## config.mk

```make
export PLATFORM = sky130hd
export DESIGN_NAME = dcache_responder_flat
export DESIGN_NICKNAME = d
export VERILOG_FILES = /design/src/rtl/dcache_responder_if.sv /design/src/rtl/dcache_responder.sv /design/src/flat_wrapper.sv
export SDC_FILE = /design/constraint.sdc
export NUM_CORES = 2
export LEC_CHECK = 0
export ABC_CLOCK_PERIOD_IN_PS = 21600
export CAP_MARGIN = 10
export CORE_ASPECT_RATIO = 0.5
export CORE_MARGIN = 3
export CORE_UTILIZATION = 30
export CTS_CLUSTER_DIAMETER = 50
export DETAILED_ROUTE_END_ITERATION = 12
export SYNTH_ARGS = -nofsm -noshare
export SYNTH_HDL_FRONTEND = slang
export SYNTH_SLANG_ARGS = --single-unit
export TNS_END_PERCENT = 30
```

## constraint.sdc

```tcl
create_clock -name clk -period 21.6 [get_ports clk]
set_clock_uncertainty 0.05 [all_clocks]
set_input_delay 6.48 -clock clk [delete_from_list [all_inputs] [get_ports clk]]
set_output_delay 6.48 -clock clk [all_outputs]
set_load 0.005 [all_outputs]
```

## src/rtl/dcache_responder_if.sv

```systemverilog
// Cachebus between memory_stage (master) and the data cache (slave).
// Handshake: the master holds addr/read/write/wdata stable while stall_o is
// high; a request completes at the first rising clk edge where stall_o is low.
interface dcache_responder_if #(
    parameter int ADDR_W = 32
);
    logic [ADDR_W-1:0] addr_i;
    logic              read_i;
    logic              write_i;
    logic [31:0]       wdata_i;
    logic [31:0]       rdata_o;
    logic              stall_o;

    modport master (
        output addr_i, read_i, write_i, wdata_i,
        input  rdata_o, stall_o
    );

    modport slave (
        input  addr_i, read_i, write_i, wdata_i,
        output rdata_o, stall_o
    );
endinterface

```

## src/rtl/dcache_responder.sv

```systemverilog
// Direct-mapped, write-through, no-write-allocate data cache.
// Read hits return data combinationally; misses fill a whole line over the
// word-wide backing-memory port, and every write goes straight to memory.
// Backing-memory handshake: mem_req_o/we/addr/wdata are registered and held
// stable until the cycle mem_ack_i is high; each ack moves one word.
module dcache_responder #(
    parameter int SETS       = 16,
    parameter int LINE_WORDS = 4,
    parameter int ADDR_W     = 32
) (
    input  logic                 clk,
    input  logic                 rst,
    dcache_responder_if.slave    bus,
    output logic                 mem_req_o,
    output logic                 mem_we_o,
    output logic [ADDR_W-1:0]    mem_addr_o,
    output logic [31:0]          mem_wdata_o,
    input  logic                 mem_ack_i,
    input  logic [31:0]          mem_rdata_i,
    output logic [1:0]           dbg_state
);

    localparam int OFF_W = $clog2(LINE_WORDS);
    localparam int IDX_W = $clog2(SETS);
    localparam int TAG_W = ADDR_W - 2 - OFF_W - IDX_W;

    localparam logic [1:0] S_IDLE  = 2'd0;
    localparam logic [1:0] S_FILL  = 2'd1;
    localparam logic [1:0] S_WRITE = 2'd2;

    logic [1:0]       state_q;
    logic [OFF_W-1:0] fill_cnt_q;
    logic [SETS-1:0]  valid_q;
    logic [TAG_W-1:0] tag_q  [SETS];
    logic [31:0]      data_q [SETS*LINE_WORDS];

    logic [OFF_W-1:0] req_off;
    logic [IDX_W-1:0] req_idx;
    logic [TAG_W-1:0] req_tag;
    logic             hit;
    logic             fill_last;
    logic [OFF_W-1:0] fill_next;
    logic [ADDR_W-1:0] line_base;
    logic [ADDR_W-1:0] fill_next_addr;
    logic [ADDR_W-1:0] word_addr;
    logic             unused_addr_bits;

    assign req_off = bus.addr_i[2 +: OFF_W];
    assign req_idx = bus.addr_i[2+OFF_W +: IDX_W];
    assign req_tag = bus.addr_i[ADDR_W-1 -: TAG_W];
    assign hit     = valid_q[req_idx] && (tag_q[req_idx] == req_tag);

    // Byte-lane bits are ignored: the bus is word access only.
    assign unused_addr_bits = ^bus.addr_i[1:0];

    assign fill_last      = &fill_cnt_q;
    assign fill_next      = fill_cnt_q + 1'b1;
    assign line_base      = {bus.addr_i[ADDR_W-1:2+OFF_W], {(OFF_W+2){1'b0}}};
    assign fill_next_addr = {bus.addr_i[ADDR_W-1:2+OFF_W], fill_next, 2'b00};
    assign word_addr      = {bus.addr_i[ADDR_W-1:2], 2'b00};

    assign dbg_state = state_q;

    // Cachebus response: hit data and the pipeline stall.
    always_comb begin
        bus.rdata_o = 32'h0;
        bus.stall_o = 1'b0;
        case (state_q)
            S_IDLE: begin
                if (bus.read_i && hit) begin
                    bus.rdata_o = data_q[{req_idx, req_off}];
                end
                bus.stall_o = bus.write_i || (bus.read_i && !hit);
            end
            S_FILL:  bus.stall_o = 1'b1;
            // Release the pipeline exactly in the ack cycle so the write
            // is not presented twice.
            S_WRITE: bus.stall_o = !mem_ack_i;
            default: bus.stall_o = 1'b0;
        endcase
    end

    // Control FSM, valid bits and the registered backing-memory request.
    always_ff @(posedge clk) begin
        if (rst) begin
            state_q     <= S_IDLE;
            fill_cnt_q  <= '0;
            valid_q     <= '0;
            mem_req_o   <= 1'b0;
            mem_we_o    <= 1'b0;
            mem_addr_o  <= '0;
            mem_wdata_o <= 32'h0;
        end else begin
            case (state_q)
                S_IDLE: begin
                    if (bus.write_i) begin
                        state_q     <= S_WRITE;
                        mem_req_o   <= 1'b1;
                        mem_we_o    <= 1'b1;
                        mem_addr_o  <= word_addr;
                        mem_wdata_o <= bus.wdata_i;
                    end else if (bus.read_i && !hit) begin
                        state_q    <= S_FILL;
                        fill_cnt_q <= '0;
                        mem_req_o  <= 1'b1;
                        mem_we_o   <= 1'b0;
                        mem_addr_o <= line_base;
                    end
                end
                S_FILL: begin
                    if (mem_ack_i) begin
                        fill_cnt_q <= fill_next;
                        if (fill_last) begin
                            valid_q[req_idx] <= 1'b1;
                            state_q          <= S_IDLE;
                            mem_req_o        <= 1'b0;
                        end else begin
                            mem_addr_o <= fill_next_addr;
                        end
                    end
                end
                S_WRITE: begin
                    if (mem_ack_i) begin
                        state_q   <= S_IDLE;
                        mem_req_o <= 1'b0;
                    end
                end
                default: begin
                    state_q   <= S_IDLE;
                    mem_req_o <= 1'b0;
                end
            endcase
        end
    end

    // Data and tag storage; only a completed fill makes a line usable, so
    // words landed by a fill that reset abandons stay invisible.
    always_ff @(posedge clk) begin
        if (!rst) begin
            if (state_q == S_FILL && mem_ack_i) begin
                data_q[{req_idx, fill_cnt_q}] <= mem_rdata_i;
                if (fill_last) begin
                    tag_q[req_idx] <= req_tag;
                end
            end else if (state_q == S_WRITE && mem_ack_i && hit) begin
                data_q[{req_idx, req_off}] <= bus.wdata_i;
            end
        end
    end

endmodule
```

## src/flat_wrapper.sv

```systemverilog
// flat-port wrapper written by rule: the top's interface ports become plain ports
module dcache_responder_flat 
#(
    parameter int SETS       = 16,
    parameter int LINE_WORDS = 4,
    parameter int ADDR_W     = 32
)
  (clk, rst, mem_req_o, mem_we_o, mem_addr_o, mem_wdata_o, mem_ack_i, mem_rdata_i, dbg_state, bus_addr_i, bus_read_i, bus_write_i, bus_wdata_i, bus_rdata_o, bus_stall_o);
  dcache_responder_if #(.ADDR_W(ADDR_W)) bus_i ();
  input  logic clk;
  input  logic rst;
  output logic mem_req_o;
  output logic mem_we_o;
  output logic [ADDR_W-1:0] mem_addr_o;
  output logic [31:0] mem_wdata_o;
  input  logic mem_ack_i;
  input  logic [31:0] mem_rdata_i;
  output logic [1:0] dbg_state;
  input wire logic [$bits(bus_i.addr_i)-1:0] bus_addr_i;
  input wire logic [$bits(bus_i.read_i)-1:0] bus_read_i;
  input wire logic [$bits(bus_i.write_i)-1:0] bus_write_i;
  input wire logic [$bits(bus_i.wdata_i)-1:0] bus_wdata_i;
  output wire logic [$bits(bus_i.rdata_o)-1:0] bus_rdata_o;
  output wire logic [$bits(bus_i.stall_o)-1:0] bus_stall_o;
  assign bus_i.addr_i = bus_addr_i;
  assign bus_i.read_i = bus_read_i;
  assign bus_i.write_i = bus_write_i;
  assign bus_i.wdata_i = bus_wdata_i;
  assign bus_rdata_o = bus_i.rdata_o;
  assign bus_stall_o = bus_i.stall_o;
  dcache_responder #(.SETS(SETS), .LINE_WORDS(LINE_WORDS), .ADDR_W(ADDR_W)) u_core (.clk(clk), .rst(rst), .bus(bus_i), .mem_req_o(mem_req_o), .mem_we_o(mem_we_o), .mem_addr_o(mem_addr_o), .mem_wdata_o(mem_wdata_o), .mem_ack_i(mem_ack_i), .mem_rdata_i(mem_rdata_i), .dbg_state(dbg_state));
endmodule
```

==> qor.txt <==
Kind of launch point of the worst setup path - input port
Post-cts repair resize count - 0
Worst-case hold path end point - u_core.valid_q[14]
Post-synth top cells - 2432 x sky130_fd_sc_hd__edfxtp_1, 649 x sky130_fd_sc_hd__mux4_2, 130 x sky130_fd_sc_hd__clkbuf_1, 127 x sky130_fd_sc_hd__mux2i_1, 120 x sky130_fd_sc_hd__nand2_1
Leftover overflow at the end of global routing - 0
Count of buffers added by post-CTS timing repair for setup - 0
Cts hold-fix bufs - 0
Cell row count - 147
Worst reg2reg endpoint - u_core.data_q[32][25]
Part of the power in registers - 0.541
Dominant combinational cell family by area after synthesis - multiplexers
CTS buffer count - 243
I/O pin count - 202
Most numerous cell in the Yosys netlist - sky130_fd_sc_hd__edfxtp_1
Min Tclk post-route - 18.79 ns
Internal Pwr Total - 7.77 mW
Layout net count - 4906
Depth of the worst register-to-register path - 11
RSZ-0062 raised after global routing - false
Post-synth top area cell - sky130_fd_sc_hd__edfxtp_1
Post-route setup slack - 2.81 ns
Final count of negative-setup-slack endpoints - 0
Via-to-Cell Ratio - 5.17
Data required time of the critical path - 15.07 ns
Area share of fa/ha/maj cells after synthesis - 0.000128
Worst Setup End Kind - primary output
Part of the power in combinational logic - 0.054
Clock tree from TritonCTS - built
Multiplexer fraction of the synthesized cell area - 0.170
Final critical-path share of the clock period - 0.870
IO Port Bufs - 197
Commonest register cell after synthesis - sky130_fd_sc_hd__edfxtp_1
Global-route usage over all layers - 0.154
Lkg Pwr - 34.7 nW
Clk sink count - 2516
Simple-Gate Fraction of Synth Area - 0.0224
Max Root-Sink Buffers - 4
Synth top area cells - sky130_fd_sc_hd__edfxtp_1 75%, sky130_fd_sc_hd__mux4_2 15%, sky130_fd_sc_hd__dfxtp_1 1.7%, sky130_fd_sc_hd__mux2i_1 1.3%, sky130_fd_sc_hd__mux2_2 0.61%
Initial antenna violation count - 19
Tightest slew margin relative to the limit - 0.176
Global-route wire length before repair - 371 mm
Sum of negative setup slack - 0 ns
Antenna Nets Post-Route - 0
Final Hold Viols - 0
Gpl congestion - 0.790
Number of maximum-capacitance violations - 0
Detail Placement HPWL - 146 mm
Status - complete, no violations
Fraction of the yosys area taken by sequential cells - 0.766
Worst-path fanout max - 76
Count of cells along the worst hold path - 1
Data arrival time at the worst-slack endpoint - 12.26 ns
Maximum number of pins on one net before global-route repair - 91
Cell Area, Synth - 97500 um^2
Signed area change from the synthesized netlist to the final layout - 15.9%
Number of warnings printed during yosys synthesis - 0
Startpoint-to-endpoint class of the critical path - in -> out
Register-to-register setup slack - 15.99 ns
Clock power share - 0.405
Power Dens Cells - 87.6 nW/um^2
Die Footprint - 332000 um^2
Via count of the routed design - 48148
Async S/R FF share, synth - 0
Clock slew at the register clock pins of the worst setup and hold paths - 0.06 ns
Switching fraction of total power - 0.216
Cell chosen for the clock root - sky130_fd_sc_hd__clkbuf_16
Start point of the critical path - bus_addr_i[5]
Number of global-route vias before repair - 48171
Max-slew violations - 0
CTS HTree Levels - 4
Floorplan die width - 812 um
DRC violations left - 0
Detailed Routing Iterations Pass 1 - 6
Number of synthesized flops with an enable pin - 2432
Xor and xnor fraction of the mapped netlist area - 0.00269
Worst-margin pin slew - 1.22 ns
Total core area - 322000 um^2
Net switching power - 2.14 mW
Mean post-synth cell area - 21.9 um^2
Cell variety after synth - 79
Source-to-sink clock delay at the later pin of the worst-skew pair - 0.87 ns
Worst-case vdd ir drop - 0.0723 mV
Flip-flop and latch count after synthesis - 2516
Startpoint of the lowest-slack hold path - u_core.valid_q[14]
Starting density of the core - 0.303
Highest achievable clock rate - 0.0532 GHz
Setup Slack @ Placement - 2.86 ns
Share of the synthesized area in compound gates (AO/OA/AOI/OAI) - 0.0255
Post-detailed-route wirelength per cell - 28.3 um
Share of the synthesized area in the top cell type - 0.749
Path class of the lowest-slack min-delay path - reg -> reg
Fillcell total - 29683
Iteration-0 DRC Markers - 6129
Height of the die - 409 um
R2R Path Start - u_core.tag_q[15][5]
Share of cells above drive strength 1 - 0.264
Design Power - 9.91 mW
Synthesized instance count - 4445
Aggregate routed wire length - 263 mm
[cell type report]
cell class                      instances  area, um^2  area share
Antenna cell                            1        2.50   0.0000221
Clock buffer                          305        6360      0.0563
Clock inverter                        123         968     0.00856
Inverter                               18        67.6    0.000597
Multi-Input combinational cell       1649       22100       0.195
Sequential cell                      2516       74700       0.661
Tap cell                             4321        5410      0.0478
Timing Repair Buffer                  376        3490      0.0308
[stage by stage]
step | instances | instance area [um^2] | hold slack (ns) | util
after floorplan | 4446 | 97500 | 0.371 | -
after CTS | 9307 | 113000 | 0.399 | 0.351
final | 9309 | 113000 | 0.399 | 0.351
after global routing | 9309 | 113000 | 0.407 | 0.351
after detailed placement | 8879 | 106000 | 0.385 | 0.328
after global placement | 8879 | 106000 | 0.378 | 0.328
[worst max-delay path, stage by stage]
cell	delay [ns]
sky130_fd_sc_hd__buf_8	0.52
sky130_fd_sc_hd__buf_4	0.57
sky130_fd_sc_hd__mux4_2	0.58
sky130_fd_sc_hd__mux2i_1	0.41
sky130_fd_sc_hd__o22ai_1	0.17
sky130_fd_sc_hd__nor4_1	0.35
sky130_fd_sc_hd__nor2_1	0.15
sky130_fd_sc_hd__nor4b_4	0.39
sky130_fd_sc_hd__nand3_1	0.21
sky130_fd_sc_hd__or2_2	0.34
sky130_fd_sc_hd__buf_4	0.32
sky130_fd_sc_hd__a2111oi_1	0.90
sky130_fd_sc_hd__clkdlybuf4s50_1	0.66
[flip-flops by register name (all words and copies together) (netlist names)]
register and count:
u_core.fill_cnt_q 2, u_core.mem_addr_o 30, u_core.dbg_state 2, u_core.tag_q 384, u_core.mem_wdata_o 32, u_core.data_q 2048
u_core.mem_req_o 1, u_core.valid_q 16, u_core.mem_we_o 1
[power groups by stage]
stage / Sequential [mW] / Clock [mW] / Combinational [mW]
after detailed placement: 5.47 / 0 / 0.538
after CTS: 5.36 / 4.07 / 0.539
after floorplan: 5.47 / 0 / 0.306
after global routing: 5.36 / 4.27 / 0.566
after global placement: 5.47 / 0 / 0.534
final: 5.36 / 4.01 / 0.534
[metal layers]
layer  vias up  track usage  share of wire
met5         -            0        0.00016
met4         6       0.0372          0.024
met3       375       0.0249          0.075
met2      2007        0.253           0.48
met1     26222        0.215           0.42
li1      19538            -              -
[how the worst max path moves through the flow]
stage                 endpoint  slack (ns)  cells after the start
6_report        bus_rdata_o[8]        2.81                     13
5_1_grt         bus_rdata_o[8]        2.64                     13
3_3_place_gp    bus_rdata_o[8]        2.82                     13
4_1_cts         bus_rdata_o[8]        2.88                     13
2_1_floorplan  bus_rdata_o[12]        5.71                     13
3_5_place_dp    bus_rdata_o[8]        2.86                     13
[cell families after synthesis]
logic type / Yosys count
flip-flops: 2516
multiplexers: 835
AND/OR/NAND/NOR: 406
AO/OA/AOI/OAI: 375
buffers and inverters: 281
XOR/XNOR: 30
adder cells (fa/ha/maj): 1
other: 1
[layout by cell type, fill, tap and decap left out, types with 32 or more instances in the layout]
master / netlist / final
sky130_fd_sc_hd__edfxtp_1: 2432 / 2432
sky130_fd_sc_hd__mux4_2: 649 / 649
sky130_fd_sc_hd__clkbuf_16: 0 / 244
sky130_fd_sc_hd__clkdlybuf4s50_1: 0 / 190
sky130_fd_sc_hd__buf_4: 16 / 167
sky130_fd_sc_hd__mux2i_1: 127 / 124
sky130_fd_sc_hd__nand2_1: 120 / 120
sky130_fd_sc_hd__a21oi_1: 93 / 92
sky130_fd_sc_hd__o22ai_1: 84 / 84
sky130_fd_sc_hd__dfxtp_1: 84 / 84
sky130_fd_sc_hd__nor2_1: 90 / 71
sky130_fd_sc_hd__clkinv_1: 0 / 62
sky130_fd_sc_hd__o21ai_0: 60 / 60
sky130_fd_sc_hd__clkbuf_1: 130 / 58
sky130_fd_sc_hd__mux2_2: 53 / 52
sky130_fd_sc_hd__nand3_1: 48 / 48
sky130_fd_sc_hd__clkinv_2: 0 / 32
Note: power is estimated with default switching activity, not from simulation.
